--- src/rtl/fp_mul_rr_scheduler_if.sv ---
// Requester-side bus of fp_mul_rr_scheduler: operand handshake and tagged response.
// master = requesters, slave = scheduler.
interface fp_mul_rr_scheduler_if #(
  parameter int DATA_WIDTH = 32,
  parameter int NUM_REQ    = 2
);
  logic [NUM_REQ-1:0]            req_valid;
  logic [NUM_REQ-1:0]            req_ready;
  logic [NUM_REQ*DATA_WIDTH-1:0] req_a;
  logic [NUM_REQ*DATA_WIDTH-1:0] req_b;
  logic [NUM_REQ-1:0]            rsp_valid;
  logic [DATA_WIDTH-1:0]         rsp_data;

  modport master (
    output req_valid, req_a, req_b,
    input  req_ready, rsp_valid, rsp_data
  );

  modport slave (
    input  req_valid, req_a, req_b,
    output req_ready, rsp_valid, rsp_data
  );
endinterface

--- src/rtl/fp_mul_rr_scheduler.sv ---
// fp_mul_rr_scheduler: shares one float multiplier between NUM_REQ requesters.
// Define FP_MUL_SCHED_FIXED_PRIO_EN for fixed lowest-index priority (default: round-robin).
module fp_mul_rr_scheduler #(
  parameter int DATA_WIDTH = 32,
  parameter int M          = 23,
  parameter int E          = 8,
  parameter int NUM_REQ    = 2,
  parameter int LAT        = 2
) (
  input  logic                     clk,
  input  logic                     rst_n,
  input  logic                     flush,
  fp_mul_rr_scheduler_if.slave     bus,
  output logic [DATA_WIDTH-1:0]    mul_in1,
  output logic [DATA_WIDTH-1:0]    mul_in2,
  input  logic [DATA_WIDTH-1:0]    mul_out,
  output logic [$clog2(LAT+1)-1:0] inflight
);
  localparam int IW = $clog2(NUM_REQ);
  localparam int CW = $clog2(LAT+1);

  if (1 + E + M != DATA_WIDTH) begin : g_fmt_chk
    $error("DATA_WIDTH must equal 1+E+M");
  end

  logic [NUM_REQ-1:0]    gnt;
  logic [IW-1:0]         gnt_idx;
  logic [IW-1:0]         cand;
  logic                  found;
  logic                  acc;
  logic                  v0;
  logic [IW-1:0]         t0;
  logic                  last_v;
  logic [IW-1:0]         last_t;
  logic [DATA_WIDTH-1:0] last_d;

`ifndef FP_MUL_SCHED_FIXED_PRIO_EN
  logic [IW-1:0] ptr;
`endif

  always_comb begin
    found   = 1'b0;
    gnt_idx = '0;
    cand    = '0;
    for (int k = 0; k < NUM_REQ; k++) begin
`ifdef FP_MUL_SCHED_FIXED_PRIO_EN
      cand = IW'(k);
`else
      cand = IW'((int'(ptr) + k) % NUM_REQ);
`endif
      if (!found && bus.req_valid[cand]) begin
        found   = 1'b1;
        gnt_idx = cand;
      end
    end
  end

  assign acc = found & ~flush;

  always_comb begin
    gnt = '0;
    if (acc) gnt[gnt_idx] = 1'b1;
  end

  assign bus.req_ready = gnt;

`ifndef FP_MUL_SCHED_FIXED_PRIO_EN
  always_ff @(posedge clk or negedge rst_n) begin
    if (!rst_n) begin
      ptr <= '0;
    end else if (acc) begin
      ptr <= (gnt_idx == IW'(NUM_REQ-1)) ? '0 : gnt_idx + IW'(1);
    end
  end
`endif

  // operand regs only load on accept so the multiplier inputs stay quiet
  always_ff @(posedge clk or negedge rst_n) begin
    if (!rst_n) begin
      v0      <= 1'b0;
      t0      <= '0;
      mul_in1 <= '0;
      mul_in2 <= '0;
    end else begin
      v0 <= acc;
      if (acc) begin
        t0      <= gnt_idx;
        mul_in1 <= bus.req_a[gnt_idx*DATA_WIDTH +: DATA_WIDTH];
        mul_in2 <= bus.req_b[gnt_idx*DATA_WIDTH +: DATA_WIDTH];
      end
    end
  end

  if (LAT == 1) begin : g_lat1
    assign last_v = v0;
    assign last_t = t0;
    assign last_d = v0 ? mul_out : '0;
  end else begin : g_pipe
    logic [LAT-1:1]        vs;
    logic [IW-1:0]         ts [LAT-1:1];
    logic [DATA_WIDTH-1:0] ds [LAT-1:1];

    always_ff @(posedge clk or negedge rst_n) begin
      if (!rst_n) begin
        vs <= '0;
        for (int s = 1; s < LAT; s++) begin
          ts[s] <= '0;
          ds[s] <= '0;
        end
      end else begin
        vs[1] <= v0 & ~flush;
        if (v0) begin
          ts[1] <= t0;
          ds[1] <= mul_out;
        end
        for (int s = 2; s < LAT; s++) begin
          vs[s] <= vs[s-1] & ~flush;
          if (vs[s-1]) begin
            ts[s] <= ts[s-1];
            ds[s] <= ds[s-1];
          end
        end
      end
    end

    assign last_v = vs[LAT-1];
    assign last_t = ts[LAT-1];
    assign last_d = ds[LAT-1];
  end

  always_comb begin
    bus.rsp_valid = '0;
    if (last_v) bus.rsp_valid[last_t] = 1'b1;
  end

  assign bus.rsp_data = last_d;

  always_ff @(posedge clk or negedge rst_n) begin
    if (!rst_n) begin
      inflight <= '0;
    end else if (flush) begin
      inflight <= '0;
    end else if (acc && !last_v) begin
      inflight <= inflight + CW'(1);
    end else if (!acc && last_v) begin
      inflight <= inflight - CW'(1);
    end
  end
endmodule
--- src/flat_wrapper.sv ---
// flat-port wrapper written by rule: the top's interface ports become plain ports
module fp_mul_rr_scheduler_flat 
#(
  parameter int DATA_WIDTH = 32,
  parameter int M          = 23,
  parameter int E          = 8,
  parameter int NUM_REQ    = 2,
  parameter int LAT        = 2
)
  (clk, rst_n, flush, mul_in1, mul_in2, mul_out, inflight, bus_req_valid, bus_req_a, bus_req_b, bus_req_ready, bus_rsp_valid, bus_rsp_data);
  fp_mul_rr_scheduler_if #(.DATA_WIDTH(DATA_WIDTH), .NUM_REQ(NUM_REQ)) bus_i ();
  input  logic clk;
  input  logic rst_n;
  input  logic flush;
  output logic [DATA_WIDTH-1:0] mul_in1;
  output logic [DATA_WIDTH-1:0] mul_in2;
  input  logic [DATA_WIDTH-1:0] mul_out;
  output logic [$clog2(LAT+1)-1:0] inflight;
  input wire logic [$bits(bus_i.req_valid)-1:0] bus_req_valid;
  input wire logic [$bits(bus_i.req_a)-1:0] bus_req_a;
  input wire logic [$bits(bus_i.req_b)-1:0] bus_req_b;
  output wire logic [$bits(bus_i.req_ready)-1:0] bus_req_ready;
  output wire logic [$bits(bus_i.rsp_valid)-1:0] bus_rsp_valid;
  output wire logic [$bits(bus_i.rsp_data)-1:0] bus_rsp_data;
  assign bus_i.req_valid = bus_req_valid;
  assign bus_i.req_a = bus_req_a;
  assign bus_i.req_b = bus_req_b;
  assign bus_req_ready = bus_i.req_ready;
  assign bus_rsp_valid = bus_i.rsp_valid;
  assign bus_rsp_data = bus_i.rsp_data;
  fp_mul_rr_scheduler #(.DATA_WIDTH(DATA_WIDTH), .M(M), .E(E), .NUM_REQ(NUM_REQ), .LAT(LAT)) u_core (.clk(clk), .rst_n(rst_n), .flush(flush), .bus(bus_i), .mul_in1(mul_in1), .mul_in2(mul_in2), .mul_out(mul_out), .inflight(inflight));
endmodule
--- config.mk ---
export PLATFORM = sky130hd
export DESIGN_NAME = fp_mul_rr_scheduler_flat
export DESIGN_NICKNAME = d
export VERILOG_FILES = /design/src/rtl/fp_mul_rr_scheduler_if.sv /design/src/rtl/fp_mul_rr_scheduler.sv /design/src/flat_wrapper.sv
export SDC_FILE = /design/constraint.sdc
export NUM_CORES = 1
export LEC_CHECK = 0
export ABC_AREA = 0
export CAP_MARGIN = 20
export CELL_PAD_IN_SITES_DETAIL_PLACEMENT = 0
export CELL_PAD_IN_SITES_GLOBAL_PLACEMENT = 1
export CORE_MARGIN = 8
export CORE_UTILIZATION = 35
export CTS_CLUSTER_DIAMETER = 150
export DETAILED_ROUTE_END_ITERATION = 10
export DONT_BUFFER_PORTS = 1
export PLACE_DENSITY_LB_ADDON = 0.25
export SYNTH_ARGS = -nofsm -noshare
export SYNTH_HDL_FRONTEND = slang
export SYNTH_SLANG_ARGS = --single-unit
--- constraint.sdc ---
create_clock -name clk -period 2.9 [get_ports clk]
set_input_delay 0.435 -clock clk [delete_from_list [all_inputs] [get_ports clk]]
set_output_delay 0.435 -clock clk [all_outputs]
set_load 0.02 [all_outputs]
==> results of run 1 <==
[metal layers]
layer  GRT usage [%]  share of wire [%]  vias to the layer above
li1                -                  -                     1138
met1            16.3                 38                     1308
met2            22.7                 47                      192
met3            7.62                 14                       12
met4            4.62                1.6                        0
met5               0                  0                        -
[worst register-to-register path, delay by kind of cell, from the launching register on]
kind                   cells  cell delay (ns)
AO/OA/AOI/OAI              2             0.80
buffers and inverters      1             0.44
flip-flops                 1             0.42
[path summary, 6_finish.rpt]
check | endpoint | cells past startpoint
min in group clk | u_core.inflight[0] | 1
setup reg to reg | u_core.mul_in1[9] | 3
hold reg to reg | u_core.t0 | 1
setup / recovery | bus_req_ready[0] | 1
max in group asynchronous | u_core.mul_in1[21] | 1
hold / removal | u_core.bus.rsp_data[23] | 1
[power groups by stage]
stage	logic, uW	clock network [uW]	registers [uW]
after floorplan	334	0	2020
after global placement	360	0	2090
after detailed placement	374	0	2090
after CTS	407	1280	2060
after global routing	447	1340	2080
final	401	1240	2060
[stage by stage]
stage / total power [uW] / cells / hold slack, ns
floorplan: 2350 / 310 / 0.139
detailed placement: 2460 / 438 / 0.142
CTS: 3750 / 455 / 0.0441
finish: 3700 / 456 / 0.0238
global route: 3870 / 455 / 0.0431
global placement: 2450 / 438 / 0.143
[cells in the final DEF, fill, tap and decap left out, drive strengths merged]
| master | instances |
|---|---|
| a221o | 64 |
| clkinvlp | 2 |
| bufinv | 1 |
| nor2 | 3 |
| inv | 3 |
| dfrtp | 103 |
| a21o | 2 |
| and2b | 1 |
| clkinv | 1 |
| buf | 7 |
| mux2 | 34 |
| diode | 1 |
| o211a | 1 |
| a211oi | 1 |
| nand2b | 1 |
| xnor2 | 2 |
| clkbuf | 12 |
| or4b | 1 |
| and2 | 65 |
| o21bai | 1 |
| o21ai | 1 |
| nor2b | 2 |
[logic make-up after synthesis]
| group | after synthesis | synth area share [%] |
|---|---|---|
| simple gates | 73 | 10.6 |
| mux | 34 | 8.92 |
| xor+xnor | 2 | 0.408 |
| flops | 103 | 60.0 |
| compound gates | 70 | 16.1 |
| buf+inv | 28 | 3.99 |
[layout make-up]
cell class	count	area share, %
Sequential cell	103	54.6
Multi-Input combinational cell	179	33.1
Clock buffer	12	5.43
Tap cell	147	3.90
Timing Repair Buffer	7	1.54
Clock inverter	4	1.14
Inverter	3	0.238
Antenna cell	1	0.0530
[flip-flops by register name (all words and copies together), names as in the netlist]
signal,flops
u_core.bus.rsp_data,32
u_core.mul_in1,32
u_core.mul_in2,32
u_core.inflight,2
u_core.g_pipe.ts,1
u_core.g_pipe.vs,1
u_core.ptr,1
u_core.t0,1
u_core.v0,1
[what timing repair did]
| action | CTS | global route |
|---|---|---|
| resized for setup | 0 | 0 |
| endpoints found under the hold margin | 103 | 0 |
| hold buffers | 1 | 0 |
| setup buffers | 0 | 0 |
[synth_stat cells (all sizes together) (2+ instances only)]
cell    count
a21o        2
nor2b       2
xnor2       2
clkbuf      9
inv         3
buf        16
and2       65
a221o      64
nor2        3
mux2       34
dfrtp     103
==> metrics, run 1 <==
outcome completed; Cell variety after synth 23; total negative setup slack 0 ns; start of the worst register-to-register path u_core.ptr; number of buffers inserted during clock tree synthesis 9; proportion of power drawn by flip-flops and latches 55.6%; GRT Total Usage between 10% and 20%; count of buffer and inverter cells on the critical path 0; top area cells in the synthesized netlist dfrtp_1 60%, a221o_1 15%, mux2_2 8.7%; Routed WL 11.9 mm; Yosys top cell by area dfrtp_1; placed instance area between 4000 and 5000 um2; # rows 40; Slew Viols, Final 0; Final Hold Violating Endpoints 0; netlist area before placement around 4300 um2; fin crit period approximately 1.8 ns; delay of the slowest cell on the worst path 0.56 ns; Initial DRC Count 130; number of global-route vias before repair 2,917; critical path cell sequence a211oi_4; clock root buffer master clkbuf_16; clock power share about a third; sequential cell area fraction in the yosys report between 60 and 70%; power per cell area 783 nW/um2; overflow left after global routing 0; proportion of register bits with asynchronous set or reset after synthesis 100%; number of H-tree levels 3; floorplan die height 127 um; clock tree from TritonCTS done; Starting Density 35.7%; max-cap check violation count 0; Worst IR Drop VDD 0.251 mV; mean number of vias per cell 5.81; share of the synthesized area in the top cell type 60.0%; Area Overhead vs Synth 9.97%; maximum fanout encountered on the critical timing path 7; number of antenna violations at the first check in global routing 0; share of post-route cells with drive strength above 1 between 10% and 20%; Setup violations, final 0; Critical Path End Type primary output; type of origin of the critical path flip-flop; global-route wire length before repair 17.8 mm; top flip-flop cell by instance count after synthesis dfrtp_1; Int Pwr 2580 uW; Port Buffers 0; DRC violations left 0; boundary pin count about 270; Reg clk slew, reported paths 0.07 ns; master of the slowest instance on the critical path a211oi_4; die area 16,100 um2; kind of cell adding the most delay to the critical path compound AO/OA/AOI/OAI gates; Non-Filler Cell Area, Final 4720 um2; FF+latch count, synth 103; TritonCTS Sinks just over 100; setup repair after global routing missed its margin false; share of total power consumed by net switching 30.1%; Multi-input gate area 1560 um2; net switching power between 1000 and 1500 uW; slack of the critical path 1.15 ns; routability-driven placement congestion ratio 0.703; largest net degree at the start of global routing roughly 100; data arrival time of the worst path 1.32 ns; Wirelength per Cell 26.1 um; Post-Synthesis Cells 310; period utilisation layout 60.4%; Synth Area per Inst around 14 um2; slew of the pin with the lowest slew margin roughly 0.58 ns; antenna-violating nets left 0; number of flops mapped to enable cells by yosys 0; Req. time, crit path 2.47 ns; syn nets 475; via total after detailed routing 2,650; combinational cell fraction of total power 10.8%; crit path launch u_core.ptr; floorplan die width 127 um; Place WS 1.19 ns; TritonRoute pass-1 iters 4; half-perimeter wire length after placement 8.70 mm; standard cell core area 12,000 um2; Slew headroom 61.1%; number of nets at the end of the flow 468; count of warnings emitted by yosys 0; startpoint-to-endpoint class of the critical path flip-flop to primary output; utilization of the core after routing 39.3%; Reg2Reg Setup Slack 1.18 ns; clock latency reported for the late side of the worst-skew pair between 0.3 and 0.4 ns; path class of the lowest-slack min-delay path primary input to asynchronous set/reset pin; clock buffer depth 2; LEAKAGE 0.00202 uW; maximum clock frequency between 500 and 600 MHz; Clock Skews 0.00782 ns; number of filler instances in the final layout 1,110; storage element area between 2000 and 3000 um2
(Power assumes the default switching activity.)
==> run 2: changes to the inputs <==
clock period = 1.6 ns   (was 2.9 ns; I/O delays follow)
==> metrics, run 2 (synthesis gave the netlist of run 1 again) <==
# rows 40; most common library cell in the layout ignoring fill and taps dfrtp_1; path class of the lowest-slack min-delay path primary input to asynchronous set/reset pin; maximum fanout encountered on the critical timing path 14; Port Buffers 0; number of global-route vias before repair 2,918; Setup violations, final 0; Critical Path End Type primary output; via total after detailed routing roughly 2,700; Worst IR Drop VDD approximately 0.5 mV; floorplan die width 127 um; half-perimeter wire length after placement 8.91 mm; master of the slowest instance on the critical path dfrtp_1; GRT Total Usage between 10% and 20%; LEAKAGE 0.00205 uW; number of filler instances in the final layout 1,134; Slew headroom 68.6%; die area 16,100 um2; data arrival time of the worst path approximately 1.2 ns; Slew Viols, Final 0; slew of the pin with the lowest slew margin ~0.47 ns; max-cap check violation count 0; Reg2Reg Setup Slack between 0.15 and 0.2 ns; number of antenna violations at the first check in global routing 0; final total power 6420 uW; clock buffer depth 2; mean number of vias per cell 5.78; number of buffers inserted for hold repair after clock tree synthesis 1; Final Hold Violating Endpoints 103; DRC violations left 0; slack of the critical path 0.121 ns; Inserted Diodes 0; Req. time, crit path 1.36 ns; standard cell core area around 12,000 um2; antenna-violating nets left 0; delay of the slowest cell on the worst path 0.42 ns; Place WS approximately 0.18 ns; boundary pin count 267; Wirelength per Cell 26.3 um; routability-driven placement congestion ratio 0.725; worst hold-check slack -0.411 ns; share of post-route cells with drive strength above 1 19.9%; start of the worst register-to-register path u_core.ptr; global-route wire length before repair 18.1 mm; critical path cell sequence a211oi_4 -> buf_12; number of H-tree levels 3; overflow left after global routing 0; floorplan die height between 100 and 150 um; Clock Skews 0.00492 ns; crit path launch u_core.ptr; clock root buffer master clkbuf_16; outcome finished, violations left; kind of cell adding the most delay to the critical path flip-flops; clock latency reported for the late side of the worst-skew pair 0.34 ns; Multi-input gate area 1560 um2; largest net degree at the start of global routing around 100; clock tree from TritonCTS done; fin crit period around 1.5 ns; Reg clk slew, reported paths 0.07 ns; Initial DRC Count around 140; power per cell area between 1000 and 1500 nW/um2; violated checks hold timing; storage element area about 2600 um2; Starting Density 35.7%; startpoint-to-endpoint class of the critical path flip-flop to primary output; TritonCTS Sinks 103; number of buffers inserted during clock tree synthesis 9; maximum clock frequency 676 MHz; setup repair after global routing missed its margin false; count of buffer and inverter cells on the critical path 1; commonest cells after routing, fill and taps aside 103 x dfrtp_1, 64 x a221o_1, 56 x and2_1, 33 x mux2_2; TritonRoute pass-1 iters 6; number of nets at the end of the flow about 470; type of origin of the critical path flip-flop; Routed WL 12.1 mm; total negative setup slack 0 ns; Area Overhead vs Synth 10.7%; period utilisation layout approximately 92%
-- run 2: changes by cell type in the layout (fill, tap and decap cells not counted), moves of 2 or more --
cell	previous run	this run
buf_12	0	3
clkinvlp_4	2	0
clkbuf_8	2	0
clkinv_2	0	4
-- run 2: repair_timing --
| action | 4_1_cts | 5_1_grt |
|---|---|---|
| cloned | 1 | 0 |
| endpoints found under the hold margin | 104 | 103 |
| gates resized for setup | 0 | 1 |
| setup buffers | 1 | 0 |
| pin swaps | 1 | 0 |
| endpoints found under the setup margin | 1 | 1 |
-- run 2: power breakdown --
part           total, uW  internal [uW]  leakage (uW)  switching [uW]
sequential          3730           2980       0.00125             749
clock               1970           1050      0.000136             922
combinational        721            435      0.000660             286
-- run 2: path summary, 6_finish.rpt --
kind,end,cells after the start
max reg2reg,u_core.mul_in2[11],3
min reg2reg,u_core.t0,1
min in group clk,u_core.mul_in1[27],1
min,u_core.bus.rsp_data[7],0
max in group asynchronous,u_core.mul_in1[14],0
max,bus_req_ready[0],2
-- run 2: area by class of cell --
class	count	area share (%)
clock buffers	10	4.82
clock inverters	6	0.789
inverters	3	0.237
multi-input cells	179	32.9
flip-flops and latches	103	54.2
well taps	147	3.87
repair buffers	11	3.18
-- run 2: per-layer routing --
layer	up-vias	part of all wire [%]	GRT usage (%)
li1	1152	-	-
met1	1298	39	17.4
met2	192	46	22.7
met3	13	13	7.08
met4	0	1.7	6.16
met5	-	0	0
-- run 2: through the flow --
stage	std cells	instance area, um2	utilization [%]
floorplan	310	4290	-
global placement	440	4430	36.9
detailed placement	440	4430	36.9
CTS	459	4750	39.6
global route	459	4750	39.6
finish	459	4750	39.6
==> run 3: changes to the inputs <==
CORE_MARGIN = 2   (was 8)
==> metrics, run 3 (synthesis gave the netlist of run 1 again) <==
boundary pin count 267; Reg2Reg Setup Slack 0.12 ns; worst hold-check slack -0.401 ns; Reg clk slew, reported paths 0.07 ns; violated checks hold timing; clock latency reported for the late side of the worst-skew pair 0.33 ns; routability-driven placement congestion ratio roughly 0.7; Starting Density 35.7%; power per cell area approximately 1400 nW/um2; proportion of power drawn by flip-flops and latches a little under three fifths; share of post-route cells with drive strength above 1 around a fifth; Clock Skews 0.00376 ns; fin crit period 1.52 ns; GRT Total Usage 16.1%; Initial DRC Count ~140; final total power 6720 uW; clock root buffer master clkbuf_16; # rows 40; Place WS 0.159 ns; delay of the slowest cell on the worst path 0.43 ns; kind of cell adding the most delay to the critical path flip-flops; commonest cells after routing, fill and taps aside 103 x dfrtp_1, 64 x a221o_1, 56 x and2_1, 33 x mux2_2; Int Pwr 4780 uW; global-route wire length before repair 15.7 mm; Setup violations, final 0; Port Buffers 0; largest net degree at the start of global routing approximately 100; Routed WL 10.7 mm; half-perimeter wire length after placement around 7.3 mm; number of buffers inserted for hold repair after clock tree synthesis 1; floorplan die width 115 um; path class of the lowest-slack min-delay path primary input to asynchronous set/reset pin; Post-CTS Resized 0; number of nets at the end of the flow 472; mean number of vias per cell 5.69; clock buffer depth 2; Req. time, crit path 1.36 ns; maximum clock frequency 660 MHz; Final Hold Violating Endpoints 103; startpoint-to-endpoint class of the critical path flip-flop to primary output; Slew Viols, Final 0; max-cap check violation count 0; Slew headroom around two thirds; total negative setup slack 0 ns; data arrival time of the worst path 1.28 ns; via total after detailed routing 2,612; TritonCTS Sinks 103; setup repair after global routing missed its margin false; Worst IR Drop VDD 0.545 mV; number of H-tree levels 3; Critical Path End Type primary output; combinational cell fraction of total power 10.9%; overflow left after global routing 0; net switching power 1940 uW; number of buffers inserted during clock tree synthesis 9; DRC violations left 0; LEAKAGE 0.00207 uW; master of the slowest instance on the critical path dfrtp_1; floorplan die height 115 um; clock power share between 30 and 40%; Inserted Diodes 0; utilization of the core after routing 40.2%; period utilisation layout 94.8%; type of origin of the critical path flip-flop; critical path cell sequence a211oi_4 -> buf_12; cell depth of the worst flop-to-flop path 4; standard cell core area 12,000 um2; clock tree from TritonCTS done; slew of the pin with the lowest slew margin 0.514 ns; number of antenna violations at the first check in global routing 0; die area 13,200 um2; count of buffer and inverter cells on the critical path 1; start of the worst register-to-register path u_core.ptr; worst reg2reg path endpoint u_core.mul_in1[14]; most common library cell in the layout ignoring fill and taps dfrtp_1; share of total power consumed by net switching between 20 and 30%; maximum fanout encountered on the critical timing path 20; outcome finished, violations left; TritonRoute pass-1 iters 4; Area Overhead vs Synth 12.3%; antenna-violating nets left 0; slack of the critical path 0.0839 ns; number of global-route vias before repair approximately 2,700; Wirelength per Cell 23.3 um
-- run 3: changes by cell type in the layout (fill, tap and decap cells not counted), sizes merged --
cell,delta
clkinv,-4
bufinv,+2
clkinvlp,+2
-- run 3: timing repair --
item,in CTS,in global routing
endpoints found under the hold margin,104,103
setup buffers,1,0
endpoints found under the setup margin,1,0
-- run 3: final cells by class --
cell class / count / area [um2]
well taps: 147 / 184
inverters: 3 / 11.3
clock buffers: 10 / 229
fillers: 1121 / 7190
multi-input cells: 179 / 1560
repair buffers: 11 / 173
clock inverters: 6 / 85.1
flip-flops and latches: 103 / 2580
-- run 3: worst register-to-register path, cell delays in order, from the launching register on --
cell,delay (ns)
dfrtp_1,0.43
a211oi_4,0.29
buf_4,0.18
buf_4,0.30
a221o_1,0.23
-- run 3: power by group through the flow --
stage	combinational [uW]	clock (uW)	sequential [uW]
final	730	2290	3700
after global routing	810	2520	3750
after CTS	741	2380	3700
after detailed placement	721	0	3740
after global placement	697	0	3760
after floorplan	605	0	3650
-- run 3: worst max path at each step --
stage / start / to / slack [ns] / cells past startpoint
2_1_floorplan: u_core.inflight[0] / u_core.inflight[1] / 0.14 / 3
6_report: u_core.ptr / bus_req_ready[0] / 0.08 / 2
3_3_place_gp: u_core.ptr / u_core.mul_in1[9] / 0.22 / 3
3_5_place_dp: u_core.ptr / u_core.mul_in1[5] / 0.16 / 3
5_1_grt: u_core.ptr / bus_req_ready[0] / 0.01 / 2
4_1_cts: u_core.ptr / bus_req_ready[0] / 0.05 / 2
-- run 3: metrics by stage --
stage / hold WS [ns] / cells / cell area [um2]
after floorplan: -0.0556 / 310 / 4290
after global placement: -0.0530 / 440 / 4460
after detailed placement: -0.0535 / 440 / 4460
after CTS: -0.422 / 459 / 4820
after global routing: -0.431 / 459 / 4820
final: -0.401 / 459 / 4820
-- run 3: metal layers --
layer | vias to the layer above | track usage (%) | part of all wire, %
met2 | 178 | 25.1 | 49
met3 | 6 | 6.96 | 11
li1 | 1149 | - | -
met5 | - | 0 | 0
met1 | 1279 | 20.4 | 40
met4 | 0 | 4.66 | 0.91
